<file path="src/rtl/alu_pkg.sv">
// Shared ALU definitions: operation encodings and default datapath width.
package alu_pkg;

    localparam int unsigned ALU_WIDTH_DEFAULT = 32;
    localparam int unsigned ALU_CTRL_W        = 3;

    localparam logic [ALU_CTRL_W-1:0] ALU_ADD = 3'b000;
    localparam logic [ALU_CTRL_W-1:0] ALU_SUB = 3'b001;
    localparam logic [ALU_CTRL_W-1:0] ALU_AND = 3'b010;
    localparam logic [ALU_CTRL_W-1:0] ALU_OR  = 3'b011;
    localparam logic [ALU_CTRL_W-1:0] ALU_SLT = 3'b101;

endpackage

</file>
<file path="src/rtl/alu_addsub.sv">
// Shared adder/subtractor: a + b, or a - b via inverted b and carry-in of 1.
module alu_addsub
    import alu_pkg::*;
#(
    parameter int unsigned WIDTH = ALU_WIDTH_DEFAULT
) (
    input  logic [WIDTH-1:0] a,
    input  logic [WIDTH-1:0] b,
    input  logic             sub,
    output logic [WIDTH-1:0] sum,
    output logic             carry,
    output logic             overflow,
    output logic             negative
);

    logic [WIDTH-1:0] b_eff;
    logic [WIDTH:0]   sum_ext;

    // Conditional inversion of b, then one wide add with the sub flag as carry-in.
    always_comb begin
        b_eff   = b ^ {WIDTH{sub}};
        sum_ext = {1'b0, a} + {1'b0, b_eff} + (WIDTH+1)'(sub);
    end

    assign sum      = sum_ext[WIDTH-1:0];
    assign carry    = sum_ext[WIDTH];
    // Signed overflow: operands of equal sign producing a result of the other sign.
    assign overflow = (a[WIDTH-1] == b_eff[WIDTH-1]) && (sum[WIDTH-1] != a[WIDTH-1]);
    assign negative = sum[WIDTH-1];

endmodule

</file>
<file path="src/rtl/alu_unit.sv">
// Integer ALU: combinational result/Zero plus a registered copy of both.
module alu_unit
    import alu_pkg::*;
#(
    parameter int unsigned WIDTH = ALU_WIDTH_DEFAULT
) (
    input  logic                  clk,
    input  logic                  rst_n,
    input  logic [WIDTH-1:0]      SrcA,
    input  logic [WIDTH-1:0]      SrcB,
    input  logic [ALU_CTRL_W-1:0] ALUControl,
    output logic [WIDTH-1:0]      ALUResult,
    output logic                  Zero,
    output logic [WIDTH-1:0]      ALUResultQ,
    output logic                  ZeroQ
);

    logic             sub_c;
    logic [WIDTH-1:0] sum_c;
    logic             carry_c;
    logic             overflow_c;
    logic             negative_c;
    logic             slt_c;
    logic [WIDTH-1:0] result_c;
    logic             unused_carry;

    logic [WIDTH-1:0] alu_result_d, alu_result_q;
    logic             zero_d, zero_q;

    assign sub_c = (ALUControl == ALU_SUB) || (ALUControl == ALU_SLT);

    alu_addsub #(
        .WIDTH (WIDTH)
    ) u_addsub (
        .a        (SrcA),
        .b        (SrcB),
        .sub      (sub_c),
        .sum      (sum_c),
        .carry    (carry_c),
        .overflow (overflow_c),
        .negative (negative_c)
    );

    // Carry out is architecturally discarded.
    assign unused_carry = carry_c;

    // Signed less-than: sign of the difference corrected for overflow.
    assign slt_c = negative_c ^ overflow_c;

    // Result select; undefined encodings produce zero.
    always_comb begin
        result_c = '0;
        case (ALUControl)
            ALU_ADD: result_c = sum_c;
            ALU_SUB: result_c = sum_c;
            ALU_AND: result_c = SrcA & SrcB;
            ALU_OR:  result_c = SrcA | SrcB;
            ALU_SLT: result_c = {{(WIDTH-1){1'b0}}, slt_c};
            default: result_c = '0;
        endcase
    end

    assign ALUResult    = result_c;
    assign Zero         = ~|result_c;
    assign alu_result_d = result_c;
    assign zero_d       = ~|result_c;

    // Registered copy; reset value matches a zero result.
    always_ff @(posedge clk or negedge rst_n) begin
        if (!rst_n) begin
            alu_result_q <= '0;
            zero_q       <= 1'b1;
        end else begin
            alu_result_q <= alu_result_d;
            zero_q       <= zero_d;
        end
    end

    assign ALUResultQ = alu_result_q;
    assign ZeroQ      = zero_q;

endmodule

</file>
<file path="config.mk">
export PLATFORM = sky130hd
export DESIGN_NAME = alu_unit
export DESIGN_NICKNAME = d
export VERILOG_FILES = /design/src/rtl/alu_pkg.sv /design/src/rtl/alu_addsub.sv /design/src/rtl/alu_unit.sv
export SDC_FILE = /design/constraint.sdc
export NUM_CORES = 1
export LEC_CHECK = 0
export ABC_AREA = 0
export BUFFER_PORTS_ARGS = -buffer_cell sky130_fd_sc_hd__buf_2
export CAP_MARGIN = 20
export CORE_ASPECT_RATIO = 0.8
export CORE_MARGIN = 5
export CORE_UTILIZATION = 45
export DETAILED_ROUTE_END_ITERATION = 10
export PLACE_DENSITY = 0.77
export RECOVER_POWER = 50
export SLEW_MARGIN = 20
export SYNTH_ARGS = -nofsm -noshare
export SYNTH_HDL_FRONTEND = slang
export SYNTH_HIERARCHICAL = 1
export SYNTH_SLANG_ARGS = --single-unit
</file>
<file path="constraint.sdc">
create_clock -name clk -period 9.2 [get_ports clk]
set_clock_uncertainty 0.2 [all_clocks]
set_input_delay 1.84 -clock clk [delete_from_list [all_inputs] [get_ports clk]]
set_output_delay 1.84 -clock clk [all_outputs]
set_load 0.01 [all_outputs]
</file>
== Word level (Yosys, flattened, before mapping) ==
Cells that the tools add are included.

* Output and inout port bits: 66
* Register bits: 33

* Multiplexer cells: 1
* Equal/unequal tests: 6
* Add/subtract/negate cells: 2
* Bitwise logic cells: 4
* Reductions and logical operators: 6

{| class="wikitable"
|+ Operators by type and width
! cell !! number
|-
| one-hot mux 32 bit (4 select lines) || 1
|-
| adder 32 x 1 -> 32 bit || 1
|-
| adder 32 bit || 1
|-
| bitwise AND 32 bit || 1
|-
| OR 32 bit || 1
|-
| OR reduction 32 bit || 1
|-
| bitwise XOR 32 bit || 1
|-
| == test 3 x 2 -> 1 bit, second input constant || 2
|-
| == test 3 x 1 -> 1 bit, second input constant || 1
|-
| == test 3 bit, second input constant || 1
|-
| logical NOT 3 bit || 1
|-
| OR reduction 2 bit || 1
|-
| == test 1 bit || 1
|-
| logical AND 1 bit || 1
|-
| logical NOT 1 bit || 1
|-
| logical OR 1 bit || 1
|-
| inequality test 1 bit || 1
|-
| bitwise XOR 1 bit || 1
|}

== Depth between registers and ports, before layout ==
* Depth in word-level cells: 11
* Depth in mapped cells: 20

== Hierarchy ==
Netlist, hierarchy kept.

{| class="wikitable"
|+ Modules (own cells, without submodules)
! module !! cells an instance !! sequential area each (um^2) !! area each (um^2) !! times used
|-
| alu_addsub || 316 || 0.0 || 2239.6 || 1
|-
| alu_unit || 193 || 827.0 || 1701.6 || 1
|}

== Worst setup path after synthesis ==
OpenSTA, ideal clock, no wires.

* Kind: in2out
* Start: in ALUControl[1]
* End: out Zero
* Cell stages on the path: 19
* Buffers on the path: 3
* Arrival: 5.846 ns
* Path slack: 1.314 ns
* Path through: buf_2 nor2b_1 buf_2 clkbuf_1 xor2_1 ha_1 nand4_1 a211oi_1 o21ai_1 a21boi_2 nand3_1 o31ai_2 a221oi_2 mux2_1 xor2_1 nand2_1 a21oi_1 or4b_1 nor4_2

* Word-level cells in the longest chain between the ends: 11
* Elaborated cells between the ends (all ways): 17
* Classes of those cells: add/sub: 2; eq/ne: 6; mux: 1; bitwise: 2; reduce/logical: 6

{| class="wikitable"
|+ RTL lines
! element !! RTL line !! text
|-
| start: declaration || alu_unit.sv:11 || <nowiki>input logic [ALU_CTRL_W-1:0] ALUControl,</nowiki>
|-
| == test 3 x 1 -> 1 bit / == test 3 bit (equally long branches) || alu_unit.sv:30 || <nowiki>assign sub_c = (ALUControl == ALU_SUB) || (ALUControl == ALU_SLT);</nowiki>
|-
| logical OR 1 bit (*) || alu_unit.sv:30 ||
|-
| named net sub_c || alu_unit.sv:18 || <nowiki>logic sub_c;</nowiki>
|-
| bitwise XOR 32 bit || alu_addsub.sv:21 || <nowiki>b_eff = b ^ {WIDTH{sub}};</nowiki>
|-
| adder 32 bit || alu_addsub.sv:22 || <nowiki>sum_ext = {1'b0, a} + {1'b0, b_eff} + (WIDTH+1)'(sub);</nowiki>
|-
| adder 32 x 1 -> 32 bit || alu_addsub.sv:22 ||
|-
| inequality test 1 bit || alu_addsub.sv:28 || <nowiki>assign overflow = (a[WIDTH-1] == b_eff[WIDTH-1]) && (sum[WIDTH-1] != a[WIDTH-1]);</nowiki>
|-
| logical AND 1 bit (*) || alu_addsub.sv:28 ||
|-
| named net overflow_c || alu_unit.sv:21 || <nowiki>logic overflow_c;</nowiki>
|-
| bitwise XOR 1 bit (*) || alu_unit.sv:48 || <nowiki>assign slt_c = negative_c ^ overflow_c;</nowiki>
|-
| one-hot mux 32 bit (4 select lines) (*) || alu_unit.sv:53 || <nowiki>case (ALUControl)</nowiki>
|-
| named net ALUResult[0] || alu_unit.sv:12 || <nowiki>output logic [WIDTH-1:0] ALUResult,</nowiki>
|-
| OR reduction 32 bit (*) || alu_unit.sv:64 || <nowiki>assign Zero = ~|result_c;</nowiki>
|-
| logical NOT 1 bit (*) || alu_unit.sv:64 ||
|-
| end: declaration || alu_unit.sv:13 || <nowiki>output logic Zero,</nowiki>
|}

Mark *: on every way through the listed nets, which the timed path passes. The rest lies on a longest branch.

== Worst setup path after layout ==
* Start: in ALUControl[1]
* End: out Zero

* Word-level cells in the longest chain between the ends: 11
* Elaborated cells between the ends (all ways): 17
* Classes of those cells: add/sub: 2; eq/ne: 6; mux: 1; bitwise: 2; reduce/logical: 6

{| class="wikitable"
|+ RTL lines
! element !! RTL line
|-
| == test 3 x 1 -> 1 bit / == test 3 bit (equally long branches) || alu_unit.sv:30
|-
| logical OR 1 bit (*) || alu_unit.sv:30
|-
| named net sub_c || alu_unit.sv:18
|-
| bitwise XOR 32 bit || alu_addsub.sv:21
|-
| adder 32 bit || alu_addsub.sv:22
|-
| adder 32 x 1 -> 32 bit || alu_addsub.sv:22
|-
| inequality test 1 bit || alu_addsub.sv:28
|-
| logical AND 1 bit (*) || alu_addsub.sv:28
|-
| named net overflow_c || alu_unit.sv:21
|-
| bitwise XOR 1 bit (*) || alu_unit.sv:48
|-
| one-hot mux 32 bit (4 select lines) (*) || alu_unit.sv:53
|-
| OR reduction 32 bit (*) || alu_unit.sv:64
|-
| logical NOT 1 bit (*) || alu_unit.sv:64
|}

Marked as above.

==> reports/results.txt <==
RSZ-0062 raised after global routing: false
Antenna Nets Post-Route: 0
Placer Congestion: 0.9390
achievable frequency: 0.1185 GHz
period utilisation layout: 91.72%
Critical Path Fanout Max: 21
Remaining DRCs: 0
clk buf depth: 2
number of vias per cell: 5.824
ant diodes: 0
post-synth net total: 605
Root Driver: clkbuf_8
final slew viol count: 34
largest net degree at the start of global routing: 65
die width: 114.3 um
die area: 0.01068 mm^2
hold buffers post-CTS: 0
CTS clk-pin slew, worst paths: 80 ps
Core Region: 0.008483 mm^2
WP data required: 7160 ps
TritonCTS clock tree: done
Max VDD drop: 61.05 uV
Post-Synthesis Cells: 504
port bufs: 134
mapped cell area: 0.003915 mm^2
Vias: 4275
layout cells sized above 1: 22.19%
max_slew headroom: -27.92%
Setup crit end kind: output port
postcts setup bufs: 0
Die Y: 93.43 um
total grt overflow: 0
clk sinks: 33
Resize count post-CTS: 0
Mean Syn Cell Area: 7.768 um^2
Worst setup SP type: input port
Final Critical Period: 8438 ps
vias in the first global route: 3939
Wirelength per Cell: 17.92 um
Cell Pwr Density: 146.0 mW/mm^2
routed wire length: 13.15 mm
status: finished, violations left
Worst Path Arrival: 6400 ps
gr usage total: 24.10%
failing checks: max-capacitance violations, max-slew violations
Post-Route Utilization: 55.09%
Final Hold Vio Count: 0
kind of critical path: input port to output port
HP Class: input port to flop
post-DP HPWL: 10.21 mm
TritonCTS buffer count: 5
setup TNS: 0 ps
Lkg Pwr: 2.138 nW
initial antenna violation count: 0
number of max-cap violations: 1
first-pass GRT wire length: 20.81 mm
Area Overhead vs Synth: 19.37%
worst-margin pin slew: 1919 ps
Initial Util: 46.15%
layout net count: 722
final setup fails: 0
Finished Layout Cells: 734
io pins: 135
Rows: 30
placed instance count: 726
1st-iter DRT viols: 365
H-tree depth: 2
DR pass1 iterations: 5
yosys warns: 6
-- final cells by class --
cell class / instances / area [um^2]
fill: 839 / 3810
multi-input combinational: 426 / 2856
sequential: 33 / 827.0
timing repair buffer: 141 / 680.7
tap: 112 / 140.1
clock buffer: 7 / 86.33
inverter: 14 / 52.55
clock inverter: 1 / 30.03
-- cell usage in the layout, fill, tap and decap left out, types with 2 or more instances in the layout --
cell / n
buf_2: 100
nand2_1: 62
nor2_1: 57
o21ai_0: 46
xor2_1: 39
a21oi_1: 36
clkbuf_1: 35
dfrtp_1: 32
a311oi_1: 32
ha_1: 31
xnor2_1: 16
inv_1: 14
nand3_1: 10
nor4_1: 7
nand4_1: 7
buf_4: 7
o21ai_1: 7
nor2b_1: 6
clkbuf_8: 6
o21bai_1: 6
nand2b_1: 3
a21o_1: 3
a211oi_1: 3
and3_1: 3
o31ai_1: 3
or4b_1: 2
mux2i_1: 2
nand2_2: 2
o21ai_2: 2
a21oi_2: 2
o211ai_1: 2
or3_1: 2
a221oi_1: 2
nor3_1: 2
and2_1: 2
o21a_1: 2
-- sequential cells by signal, summed over array words and instances, names as in the netlist --
signal and flops:
ALUResultQ 32, ZeroQ 1
-- stage by stage --
step / worst slack (ps) / power (mW) / instance area [um^2] / hold slack (ps)
2_1_floorplan: 1314 / 0.4253 / 3915 / 1344
3_3_place_gp: 907.2 / 0.5337 / 4599 / 1756
3_5_place_dp: 781.1 / 0.5373 / 4599 / 1771
4_1_cts: 772.2 / 0.6857 / 4716 / 1456
5_1_grt: 524.8 / 0.7292 / 4673 / 1713
6_report: 762.0 / 0.6822 / 4673 / 1694
-- layer usage --
layer / GRT usage, % / part of all wire [%]
met3: 3.881 / 8.5
met5: 0 / 0
met4: 5.242 / 0.94
met1: 34.84 / 46
met2: 37.62 / 44
-- worst paths after layout --
path,depth (start not counted),start,to
worst max-delay path,18,ALUControl[1],Zero
worst min-delay path,3,SrcA[26],ALUResultQ[26]$_DFF_PN0_
min in group asynchronous,1,rst_n,ALUResultQ[10]$_DFF_PN0_
max in group asynchronous,1,rst_n,ALUResultQ[29]$_DFF_PN0_
-- critical path, stage by stage --
cell      delay (ps)
buf_2            120
nor2b_4          650
buf_4            380
xor2_1           180
ha_1             330
a21oi_1          230
o21ai_0          180
nand3_1          130
o311a_1          180
o31ai_2           90
a221oi_2         320
mux2_1           370
xor2_1           170
nand2_1           70
a21oi_1           80
or4b_1           580
nor4_2           270
buf_2            180
-- report_power, final --
part	switching [mW]	internal [mW]
registers	0.00494	0.162
logic	0.228	0.141
clock network	0.0578	0.0884
Power figures use the tool's default switching activity.
